===== config.mk =====
export PLATFORM = sky130hd
export DESIGN_NAME = input_debounce
export DESIGN_NICKNAME = d
export VERILOG_FILES = /design/src/rtl/input_pkg.sv /design/src/rtl/debounce_chan.sv /design/src/rtl/input_debounce.sv
export SDC_FILE = /design/constraint.sdc
export NUM_CORES = 1
export LEC_CHECK = 0
export CORE_UTILIZATION = 29
export DETAILED_ROUTE_END_ITERATION = 7
export PLACE_DENSITY = 0.53
export SLEW_MARGIN = 0
export SYNTH_ARGS = -nofsm -noshare
export SYNTH_HDL_FRONTEND = slang
export SYNTH_HIERARCHICAL = 1
export SYNTH_SLANG_ARGS = --single-unit

===== constraint.sdc =====
create_clock -name Clk -period 2.23 [get_ports Clk]
set_input_delay 0.5575 -clock Clk [delete_from_list [all_inputs] [get_ports Clk]]
set_output_delay 0.5575 -clock Clk [all_outputs]
set_load 0.005 [all_outputs]

===== src/rtl/input_pkg.sv =====
// input_pkg: shared sizes and defaults for the switch/button debouncer
package input_pkg;
    localparam int NUM_SW                  = 16;
    localparam int NUM_BTN                 = 2;
    localparam int NUM_CH                  = NUM_SW + NUM_BTN;
    localparam int DEBOUNCE_CYCLES_DEFAULT = 1000000;
endpackage


===== src/rtl/debounce_chan.sv =====
// debounce_chan: one input's synchronizer, stability counter and accepted clean level
module debounce_chan #(
    parameter int DEBOUNCE_CYCLES = 1000000,
    parameter int SYNC_STAGES     = 2
) (
    input  logic Clk,
    input  logic Reset_n,
    input  logic raw_i,
    output logic clean_o
);
    localparam int CW = $clog2(DEBOUNCE_CYCLES);
    localparam logic [CW-1:0] LAST = CW'(DEBOUNCE_CYCLES - 1);

    logic [SYNC_STAGES-1:0] sync_q;
    logic [CW-1:0]          cnt_q, cnt_d;
    logic                   clean_q, clean_d;
    logic                   differ, done;

    // Accept the synchronized level once it has differed from the clean level long enough;
    // any agreement restarts the count, and the count never runs past LAST.
    always_comb begin
        differ  = sync_q[SYNC_STAGES-1] ^ clean_q;
        done    = differ && (cnt_q == LAST);
        cnt_d   = (differ && !done) ? cnt_q + 1'b1 : '0;
        clean_d = done ? sync_q[SYNC_STAGES-1] : clean_q;
    end

    // Synchronizer chain, counter and clean level, all cleared asynchronously
    always_ff @(posedge Clk or negedge Reset_n) begin
        if (!Reset_n) begin
            sync_q  <= '0;
            cnt_q   <= '0;
            clean_q <= 1'b0;
        end else begin
            sync_q  <= {sync_q[SYNC_STAGES-2:0], raw_i};
            cnt_q   <= cnt_d;
            clean_q <= clean_d;
        end
    end

    assign clean_o = clean_q;
endmodule


===== src/rtl/input_debounce.sv =====
// input_debounce: debounces 16 switches and 2 buttons, with registered button press pulses
module input_debounce
    import input_pkg::*;
#(
    parameter int DEBOUNCE_CYCLES = DEBOUNCE_CYCLES_DEFAULT,
    parameter int SYNC_STAGES     = 2
) (
    input  logic          Clk,
    input  logic          Reset_n,
    input  logic [15:0]   Sw,
    input  logic [1:0]    Btn,
    output logic [15:0]   SwClean,
    output logic [1:0]    BtnClean,
    output logic [1:0]    BtnPress
);
    logic [NUM_CH-1:0]  raw, clean;
    logic [NUM_BTN-1:0] btn_prev_q, press_q;

    assign raw = {Btn, Sw};

    for (genvar g = 0; g < NUM_CH; g++) begin : g_chan
        debounce_chan #(
            .DEBOUNCE_CYCLES(DEBOUNCE_CYCLES),
            .SYNC_STAGES    (SYNC_STAGES)
        ) u_chan (
            .Clk    (Clk),
            .Reset_n(Reset_n),
            .raw_i  (raw[g]),
            .clean_o(clean[g])
        );
    end

    // Registered rising-edge detect on the clean button levels
    always_ff @(posedge Clk or negedge Reset_n) begin
        if (!Reset_n) begin
            btn_prev_q <= '0;
            press_q    <= '0;
        end else begin
            btn_prev_q <= clean[NUM_CH-1:NUM_SW];
            press_q    <= clean[NUM_CH-1:NUM_SW] & ~btn_prev_q;
        end
    end

    assign SwClean  = clean[NUM_SW-1:0];
    assign BtnClean = clean[NUM_CH-1:NUM_SW];
    assign BtnPress = press_q;
endmodule


==> results of run 1 <==
==> metal layers <==
layer  share of wire, %  wire length [um]  GRT usage (%)
met1                 46             17550          13.96
met2                 48             18130          18.58
met3                3.2              1192          2.137
met4                2.5               937          3.504
met5                  0                 0              0
==> registers in the layout (all words and copies together) (netlist names) <==
register,cells
btn_prev_q,2
g_chan.u_chan/sync_q,36
g_chan.u_chan/clean_o,18
g_chan.u_chan/cnt_q,360
BtnPress,2
==> per-stage QoR <==
step / hold slack [ps] / util (%)
after global placement: 332.9 / 32.07
after detailed placement: 334.7 / 32.07
after CTS: 347.4 / 34.42
after floorplan: 261.9 / -
final: 345.7 / 34.42
after global routing: 354.6 / 34.42
==> logic make-up after synthesis <==
logic type	Yosys count
AND/OR/NAND/NOR	920
flip-flops	418
AO/OA/AOI/OAI	270
XOR/XNOR	216
buffers and inverters	144
multiplexers	18
adder cells (fa/ha/maj)	18
==> area by class of cell <==
type	instances	area [um^2]
clock buffer	71	1431
inverter	90	337.8
sequential	418	10460
multi-input combinational	1442	9036
fill	6681	44350
tap	873	1092
clock inverter	17	150.1
timing repair buffer	79	773.2
==> power groups by stage <==
| stage | registers, uW | logic (uW) | clock network [uW] |
|---|---|---|---|
| detailed placement | 7950 | 543 | 0 |
| CTS | 7820 | 548 | 8200 |
| finish | 7820 | 522 | 7810 |
| floorplan | 7930 | 230 | 0 |
| global placement | 7940 | 535 | 0 |
| global route | 7830 | 612 | 8460 |
==> layout by cell type, fill, tap and decap left out, types with 72 or more instances in the layout <==
master / netlist / routed
inv_1: 90 / 90
or3_1: 90 / 90
o21ai_0: 72 / 72
or4_1: 72 / 72
a21oi_1: 126 / 126
nor3_1: 90 / 90
nand3_1: 144 / 144
xor2_1: 72 / 72
xnor2_1: 144 / 144
nand2_1: 108 / 108
nor2_1: 252 / 252
dfrtp_1: 418 / 418
==> path summary, 6_finish.rpt <==
| kind | from | to | slack [ps] | cells past startpoint |
|---|---|---|---|---|
| max in group asynchronous | Reset_n | g_chan[14].u_chan/cnt_q[2] | 940 | 3 |
| hold / removal | g_chan[2].u_chan/sync_q[0] | g_chan[2].u_chan/sync_q[1] | 350 | 0 |
| setup reg to reg | g_chan[17].u_chan/cnt_q[0] | g_chan[17].u_chan/cnt_q[18] | 160 | 5 |
| hold reg to reg | g_chan[2].u_chan/sync_q[0] | g_chan[2].u_chan/sync_q[1] | 350 | 0 |
| setup / recovery | g_chan[10].u_chan/clean_o | SwClean[10] | 100 | 1 |
| min in group asynchronous | Reset_n | g_chan[4].u_chan/cnt_q[2] | 520 | 2 |
==> repair_timing <==
action	4_1_cts	5_1_grt
endpoints found under the setup margin	0	0
hold endpoints to repair	31	0
hold buffers	1	0
==> impl_metrics.py, run 1 <==
metrics = {
    "grt": {
        "grt_usage_pct": 10.95,
        "grt_pass1_vias": 14455,
        "grt_pass1_wl_um": 66670,
        "overflow": 0,
        "antenna_found_initial": 0,
        "grt_max_degree": 64,
    },
    "logic_synthesis": {
        "syn-cell-area_um2": 19970,
        "synth_edf_count": 0,
        "synth_top_area_cell": "dfrtp_1",
        "synth_common_cells": "dfrtp_1, nor2_1, nand3_1, xnor2_1, a21oi_1",
        "avgSynthCellArea_um2": 9.965,
        "ys_warn_count": 6,
        "synth.net_count": 2042,
        "synthArstFlopShare_pct": 100.0,
        "synthAdderAreaFrac_pct": 1.128,
        "muxShareOfSynthArea_pct": 1.015,
        "ys_seq_elements": 418,
        "yosysMostFrequentCell": "dfrtp_1",
        "syn_inst": 2004,
        "synthTopCellsByArea": "dfrtp_1, xnor2_1, nor2_1",
        "yosysSeqAreaShare_pct": 52.38,
        "synth_compound_area_share_pct": 7.669,
        "synth_flop_cell": "dfrtp_1",
        "synth_xor_area_share_pct": 9.474,
        "ys_types": 24,
        "synth_top_cell_area_share_pct": 52.38,
        "synth_top_family_by_area": "simple AND/OR/NAND/NOR gates",
        "yosys.area_share.simple_pct": 25.51,
    },
    "route": {
        "vias": 14663,
        "first_iter_violations": 675,
        "drc": 0,
        "wirelength_um": 37810,
        "viasPerCell": 4.904,
        "wl_per_cell_um": 12.65,
        "antenna_left": 0,
        "drt_first_pass_iters": 5,
    },
    "timing": {
        "setup_slack_ps": 99.30,
        "finalHoldViolCount": 0,
        "clock.fmax_mhz": 469.3,
        "rsz0062_at_grt": "false",
        "tns_ps": 0,
        "min_period_ps": 2131,
        "finalSetupViolCount": 0,
        "fin_skew_ps": 11.62,
        "drv_slew": 0,
        "relSlewSlack_pct": 68.54,
        "fin_crit_sh_pct": 95.55,
        "worst_slew_pin_slew_ps": 471.9,
    },
    "clock_network": {
        "htree_levels": 2,
        "cts-buffers-inserted": 50,
        "cts_tree": "done",
        "post-cts-setup-buffers": 0,
        "cts_resized": 0,
        "cts_sinks": 418,
        "clkSlewWorstSetupHoldPaths_ps": 60,
        "cts-root-buf": "clkbuf_16",
        "clockBufferDepth": 3,
        "clock_latency_ps": 570,
    },
    "place": {
        "portBuffers": 39,
        "dpl_cell_area_um2": 21690,
        "dp_hpwl_um": 25230,
        "dp.cells": 2901,
        "pre_cts_slack_ps": 158.5,
        "place_congestion": 0.8079,
    },
    "hold_path": {
        "hold_class": "reg2reg",
    },
    "die": {
        "chipHeight_um": 264.4,
        "dieArea_um2": 69910,
        "ios": 40,
        "design.core.area_um2": 67630,
        "die_x_um": 264.4,
        "initial_core_util_pct": 29.53,
        "rows": 95,
    },
    "layout": {
        "num_antenna_cells": 0,
        "drive_above_1_share_pct": 10.68,
        "fin_nets": 2119,
        "syn2layout_area_growth_pct": 16.59,
        "final_cells": 2990,
        "final_area_um2": 23280,
    },
    "pwr": {
        "p_clk_share_pct": 48.3,
        "p_sw_share_pct": 22.23,
        "power_density_nw_per_um2": 693.7,
        "power_uw": 16150,
        "p_int_uw": 12560,
        "p_seq_share_pct": 48.4,
        "p_leak_uw": 0.008863,
        "power_switching_uw": 3591,
        "vdd_drop_max_v": 0.0005538,
        "comb_power_share_pct": 3.2,
    },
    "setup_path": {
        "cp_cell_sequence": "clkdlybuf4s50_1",
        "cp-end-kind": "output pin",
        "critPathKind": "reg2out",
        "path_delay_family": "buffers and inverters",
        "cp_slowest_cell": "clkdlybuf4s50_1",
        "crit_path_max_fanout": 3,
        "slowest_delay_ps": 550,
        "crit_path_start_kind": "register",
        "worst_ep_required_time_ps": 1670,
        "arrival_ps": 1570,
        "crit_buf_inv": 1,
    },
    "job": {
        "drv_cap": 0,
    },
    "status": {
        "status": "finished clean",
    },
}
No activity file was read; power rests on OpenSTA's default activity.
==> inputs of run 2 (changes only) <==
--- a/config.mk
+++ b/config.mk
@@ -8,6 +8,7 @@
 export CORE_UTILIZATION = 29
 export DETAILED_ROUTE_END_ITERATION = 7
 export PLACE_DENSITY = 0.53
+export SETUP_SLACK_MARGIN = 0.02
 export SLEW_MARGIN = 0
 export SYNTH_ARGS = -nofsm -noshare
 export SYNTH_HDL_FRONTEND = slang
==> run 2 against run 1 <==
Sequential share of layout area barely moved; worst hold slack did not move; first-iteration DRC count did not move; setup slack improved by 59 ps; die area did not move; highest routed layer unchanged.
==> impl_metrics.py, run 2 (same netlist as run 1, synthesis figures left out) <==
metrics = {
    "timing": {
        "drv_slew": 0,
        "finalSetupViolCount": 0,
        "fin_skew_ps": 11.62,
        "clock.fmax_mhz": 482.8,
        "fin_crit_sh_pct": 92.89,
        "relSlewSlack_pct": 68.54,
        "rsz0062_at_grt": "false",
        "worst_slew_pin_slew_ps": 471.9,
        "finalHoldViolCount": 0,
        "min_period_ps": 2071,
        "tns_ps": 0,
    },
    "hold_path": {
        "hold_class": "reg2reg",
        "min_path_cells": 0,
        "hp-start": "g_chan[2].u_chan/sync_q[0]",
        "hold_end": "g_chan[2].u_chan/sync_q[1]",
    },
    "layout": {
        "layout_commonest_cell": "dfrtp_1",
        "num_antenna_cells": 0,
        "syn2layout_area_growth_pct": 16.59,
        "drive_above_1_share_pct": 10.72,
        "fin_nets": 2119,
        "final_area_um2": 23280,
        "regMostFlops": "g_chan.u_chan/cnt_q",
        "largest_register_ffs": 360,
        "final_cells": 2990,
        "fin_util_pct": 34.42,
        "final_cell_mix": "dfrtp_1, nor2_1, nand3_1, xnor2_1, a21oi_1",
    },
    "route": {
        "wl_met3_um": 1192,
        "antenna_left": 0,
        "wirelength_um": 37810,
        "first_iter_violations": 675,
        "drc": 0,
        "top_layer": "met4",
        "viasPerCell": 4.904,
        "vias": 14663,
        "wirelength_met1_um": 17550,
        "drt_first_pass_iters": 5,
        "dr_wl_met2_um": 18130,
        "wl_per_cell_um": 12.65,
    },
    "die": {
        "chipHeight_um": 264.4,
        "initial_core_util_pct": 29.53,
        "die_x_um": 264.4,
        "rows": 95,
        "design.core.area_um2": 67630,
        "dieArea_um2": 69910,
        "ios": 40,
    },
    "grt": {
        "overflow": 0,
        "grt_max_degree": 64,
        "grt_pass1_vias": 14455,
        "grt_pass1_wl_um": 66670,
        "grt_usage_pct": 10.95,
        "antenna_found_initial": 0,
    },
    "place": {
        "place_congestion": 0.8079,
        "dp.cells": 2901,
        "dp_hpwl_um": 25230,
        "portBuffers": 39,
        "dpl_cell_area_um2": 21690,
    },
    "pwr": {
        "vdd_drop_max_v": 0.0005538,
        "p_leak_uw": 0.008862,
        "power_density_nw_per_um2": 693.7,
    },
    "setup_path": {
        "r2r-end": "g_chan[17].u_chan/cnt_q[18]",
        "rr_startpoint": "g_chan[17].u_chan/cnt_q[0]",
        "slowest_delay_ps": 530,
        "cp_slowest_cell": "clkdlybuf4s50_1",
        "critPathKind": "reg2out",
        "cp_cell_sequence": "clkdlybuf4s50_1",
        "cp-end-kind": "output pin",
        "path_delay_family": "buffers and inverters",
        "crit_buf_inv": 1,
        "crit_path_start_kind": "register",
        "arrival_ps": 1510,
        "crit_path_max_fanout": 5,
        "rrSetupSlack_ps": 160,
        "ff2ff_path_depth": 5,
        "worst_ep_required_time_ps": 1670,
    },
    "job": {
        "drv_cap": 0,
    },
    "clock_network": {
        "post-cts-setup-buffers": 0,
        "clockBufferDepth": 3,
        "cts-buffers-inserted": 50,
        "cts-root-buf": "clkbuf_16",
        "clock_latency_ps": 570,
        "cts_tree": "done",
        "htree_levels": 2,
        "clkSlewWorstSetupHoldPaths_ps": 50,
        "cts_sinks": 418,
    },
    "status": {
        "status": "finished clean",
    },
}
run 2: cell counts in the layout (fill, tap and decap cells not counted):
Identical to the previous run, type by type.
run 2: through the flow:
stage | setup WS (ps) | total power [uW] | hold WS, ps
2_1_floorplan | 314.5 | 8163 | 261.9
3_3_place_gp | 218.1 | 8479 | 332.9
3_5_place_dp | 158.5 | 8497 | 334.7
4_1_cts | 45.53 | 16560 | 347.4
5_1_grt | 28.04 | 16900 | 354.6
6_report | 158.5 | 16150 | 345.7
run 2: power breakdown:
group | total, uW | switching [uW] | internal (uW)
Sequential | 7820 | 119 | 7700
Combinational | 522 | 340 | 182
Clock | 7810 | 3130 | 4680
run 2: layout make-up:
type / count / area (um^2)
fill: 6682 / 44350
sequential: 418 / 10460
multi-input combinational: 1442 / 9036
clock buffer: 71 / 1431
tap: 873 / 1092
timing repair buffer: 79 / 773.2
inverter: 90 / 337.8
clock inverter: 17 / 150.1
run 2: worst max-delay path by stage:
stage               depth (start not counted)                          end                        from
floorplan                                   5   g_chan[0].u_chan/cnt_q[18]   g_chan[0].u_chan/cnt_q[0]
finish                                      1                  BtnClean[1]   g_chan[17].u_chan/clean_o
global route                                5  g_chan[16].u_chan/cnt_q[18]  g_chan[16].u_chan/cnt_q[0]
CTS                                         1                  SwClean[10]   g_chan[10].u_chan/clean_o
detailed placement                          5   g_chan[1].u_chan/cnt_q[18]   g_chan[1].u_chan/cnt_q[0]
global placement                            5   g_chan[8].u_chan/cnt_q[18]   g_chan[8].u_chan/cnt_q[0]
run 2: routing by layer:
layer / global-route usage [%] / up-vias
met2: 18.58 / 134
li1: - / 7279
met1: 13.96 / 7185
met4: 3.504 / 0
met3: 2.137 / 65
met5: 0 / -
run 2: timing repair:
action                     in CTS  in global routing
hold endpoints to repair       31                  0
resized for setup               0                  1
setup endpoints to repair       0                  1
hold buffers                    1                  0
==> inputs of run 3 (changes only) <==
--- a/config.mk
+++ b/config.mk
@@ -5,6 +5,8 @@
 export SDC_FILE = /design/constraint.sdc
 export NUM_CORES = 1
 export LEC_CHECK = 0
+export CAP_MARGIN = 20
+export CORE_MARGIN = 10
 export CORE_UTILIZATION = 29
 export DETAILED_ROUTE_END_ITERATION = 7
 export PLACE_DENSITY = 0.53
==> run 3 against run 2 <==
Routed wire length increased by 1.6%; clock skew increased by 13 ps; register-to-register slack got worse by 20 ps; via count increased by 0.56%; critical endpoint is now SwClean[7]; critical path type unchanged; critical path depth unchanged; flip-flop and latch count unchanged.
==> impl_metrics.py, run 3 (same netlist as run 1, synthesis figures left out) <==
metrics = {
    "status": {
        "status": "finished clean",
    },
    "route": {
        "first_iter_violations": 917,
        "viasPerCell": 4.907,
        "vias": 14745,
        "drc": 0,
        "wl_per_cell_um": 12.79,
        "wirelength_um": 38430,
        "antenna_left": 0,
        "drt_first_pass_iters": 5,
    },
    "timing": {
        "worst_slew_pin_slew_ps": 431.4,
        "drv_slew": 0,
        "finalSetupViolCount": 0,
        "tns_ps": 0,
        "whs_ps": 346.4,
        "rsz0062_at_grt": "false",
        "finalHoldViolCount": 0,
        "clock.fmax_mhz": 475.0,
        "fin_skew_ps": 24.62,
        "min_period_ps": 2105,
        "fin_crit_sh_pct": 94.41,
        "relSlewSlack_pct": 70.98,
    },
    "setup_path": {
        "crit_buf_inv": 1,
        "cp_cell_sequence": "clkdlybuf4s50_1",
        "rr_startpoint": "g_chan[8].u_chan/cnt_q[0]",
        "arrival_ps": 1550,
        "ff2ff_path_depth": 5,
        "critPathKind": "reg2out",
        "crit_path_start_kind": "register",
        "cp-end-kind": "output pin",
        "path_delay_family": "buffers and inverters",
        "r2r-end": "g_chan[8].u_chan/cnt_q[18]",
        "worst_ep_required_time_ps": 1670,
        "crit_path_max_fanout": 3,
        "rrSetupSlack_ps": 140,
        "cp_slowest_cell": "clkdlybuf4s50_1",
        "slowest_delay_ps": 530,
    },
    "pwr": {
        "p_leak_uw": 0.008931,
        "p_seq_share_pct": 47.7,
        "power_switching_uw": 3754,
        "vdd_drop_max_v": 0.0005077,
        "power_density_nw_per_um2": 701.2,
        "p_int_uw": 12660,
        "p_sw_share_pct": 22.88,
        "p_clk_share_pct": 49.1,
        "comb_power_share_pct": 3.2,
    },
    "die": {
        "rows": 96,
        "die_x_um": 282.4,
        "initial_core_util_pct": 29.17,
        "chipHeight_um": 282.4,
        "ios": 40,
        "dieArea_um2": 79760,
        "design.core.area_um2": 68470,
    },
    "layout": {
        "fillers": 6868,
        "num_antenna_cells": 0,
        "final_cell_mix": "dfrtp_1, nor2_1, nand3_1, xnor2_1, a21oi_1",
        "fin_nets": 2121,
        "largest_register_ffs": 360,
        "drive_above_1_share_pct": 11.45,
        "syn2layout_area_growth_pct": 17.19,
        "regMostFlops": "g_chan.u_chan/cnt_q",
        "layout_commonest_cell": "dfrtp_1",
    },
    "clock_network": {
        "post-cts-setup-buffers": 0,
        "cts_tree": "done",
        "clkSlewWorstSetupHoldPaths_ps": 60,
        "clock_latency_ps": 610,
        "cts_sinks": 418,
        "clockBufferDepth": 3,
        "htree_levels": 2,
        "cts-buffers-inserted": 50,
        "cts-root-buf": "clkbuf_16",
    },
    "grt": {
        "antenna_found_initial": 0,
        "top_usage_layer": "met2",
        "grt_pass1_vias": 14755,
        "met2_usage_pct": 16.30,
        "grt_max_degree": 74,
        "grtUsageMet3_pct": 2.243,
        "grt_pass1_wl_um": 68700,
        "grt_usage_pct": 9.906,
        "grtUsageMet1_pct": 12.80,
        "overflow": 0,
    },
    "hold_path": {
        "hp-start": "g_chan[9].u_chan/sync_q[0]",
        "hold_end": "g_chan[9].u_chan/sync_q[1]",
        "min_path_cells": 0,
        "hold_class": "reg2reg",
    },
    "place": {
        "portBuffers": 39,
        "dp_hpwl_um": 25720,
        "place_congestion": 0.7912,
    },
    "job": {
        "drv_cap": 0,
    },
}
run 3: cell count changes in the layout (fill, tap and decap cells not counted):
cell and delta:
clkinv_2 +8, clkbuf_1 -7, clkbuf_8 +4, ha_1 -3, ha_2 +3, inv_16 +2, inv_6 -2, buf_12 +1
buf_4 +1, clkbuf_16 -1, clkdlybuf4s50_1 -1, clkinv_8 +1, clkinvlp_4 -1, dlygate4sd2_1 +1
run 3: repair_timing:
| action | in CTS | in global routing |
|---|---|---|
| setup endpoints to repair | 2 | 3 |
| gates resized for setup | 2 | 3 |
| hold buffers | 1 | 0 |
| hold endpoints to repair | 29 | 0 |
run 3: worst max-delay path by stage:
| stage | slack, ps | to | depth (start not counted) | startpoint |
|---|---|---|---|---|
| floorplan | 310 | g_chan[0].u_chan/cnt_q[18] | 5 | g_chan[0].u_chan/cnt_q[0] |
| global placement | 220 | g_chan[2].u_chan/cnt_q[18] | 5 | g_chan[2].u_chan/cnt_q[0] |
| detailed placement | 140 | g_chan[11].u_chan/cnt_q[18] | 5 | g_chan[11].u_chan/cnt_q[0] |
| CTS | 60 | SwClean[7] | 1 | g_chan[7].u_chan/clean_o |
| global route | 20 | g_chan[11].u_chan/cnt_q[18] | 5 | g_chan[11].u_chan/cnt_q[0] |
| finish | 120 | SwClean[7] | 1 | g_chan[7].u_chan/clean_o |
run 3: layer usage:
layer	wire length, um	share of wire (%)
met5	0	0
met4	834	2.2
met3	1562	4.1
met2	17610	46
met1	18420	48
run 3: through the flow:
| step | cell area, um^2 | worst slack [ps] | std cells | util, % | power [uW] |
|---|---|---|---|---|---|
| 2_1_floorplan | 19970 | 314.5 | 2004 | - | 8163 |
| 3_3_place_gp | 21730 | 218.8 | 2912 | 31.74 | 8488 |
| 3_5_place_dp | 21730 | 139.6 | 2912 | 31.74 | 8508 |
| 4_1_cts | 23390 | 55.65 | 3005 | 34.17 | 16770 |
| 5_1_grt | 23400 | 17.07 | 3005 | 34.18 | 17180 |
| 6_report | 23400 | 124.6 | 3005 | 34.18 | 16410 |
run 3: area by class of cell:
cell class | count | area [um^2] | share of cell area [%]
flip-flops and latches | 418 | 10460 | 44.70
clock inverters | 25 | 221.5 | 0.9463
multi-input cells | 1442 | 9044 | 38.64
well taps | 882 | 1104 | 4.716
clock buffers | 67 | 1435 | 6.132
inverters | 90 | 337.8 | 1.444
repair buffers | 81 | 799.5 | 3.416
run 3: power by group through the flow:
| stage | Combinational, uW | Clock [uW] | Sequential (uW) |
|---|---|---|---|
| 6_report | 532 | 8060 | 7820 |
| 3_5_place_dp | 552 | 0 | 7960 |
| 5_1_grt | 622 | 8720 | 7840 |
| 2_1_floorplan | 230 | 0 | 7930 |
| 4_1_cts | 555 | 8400 | 7820 |
| 3_3_place_gp | 543 | 0 | 7950 |
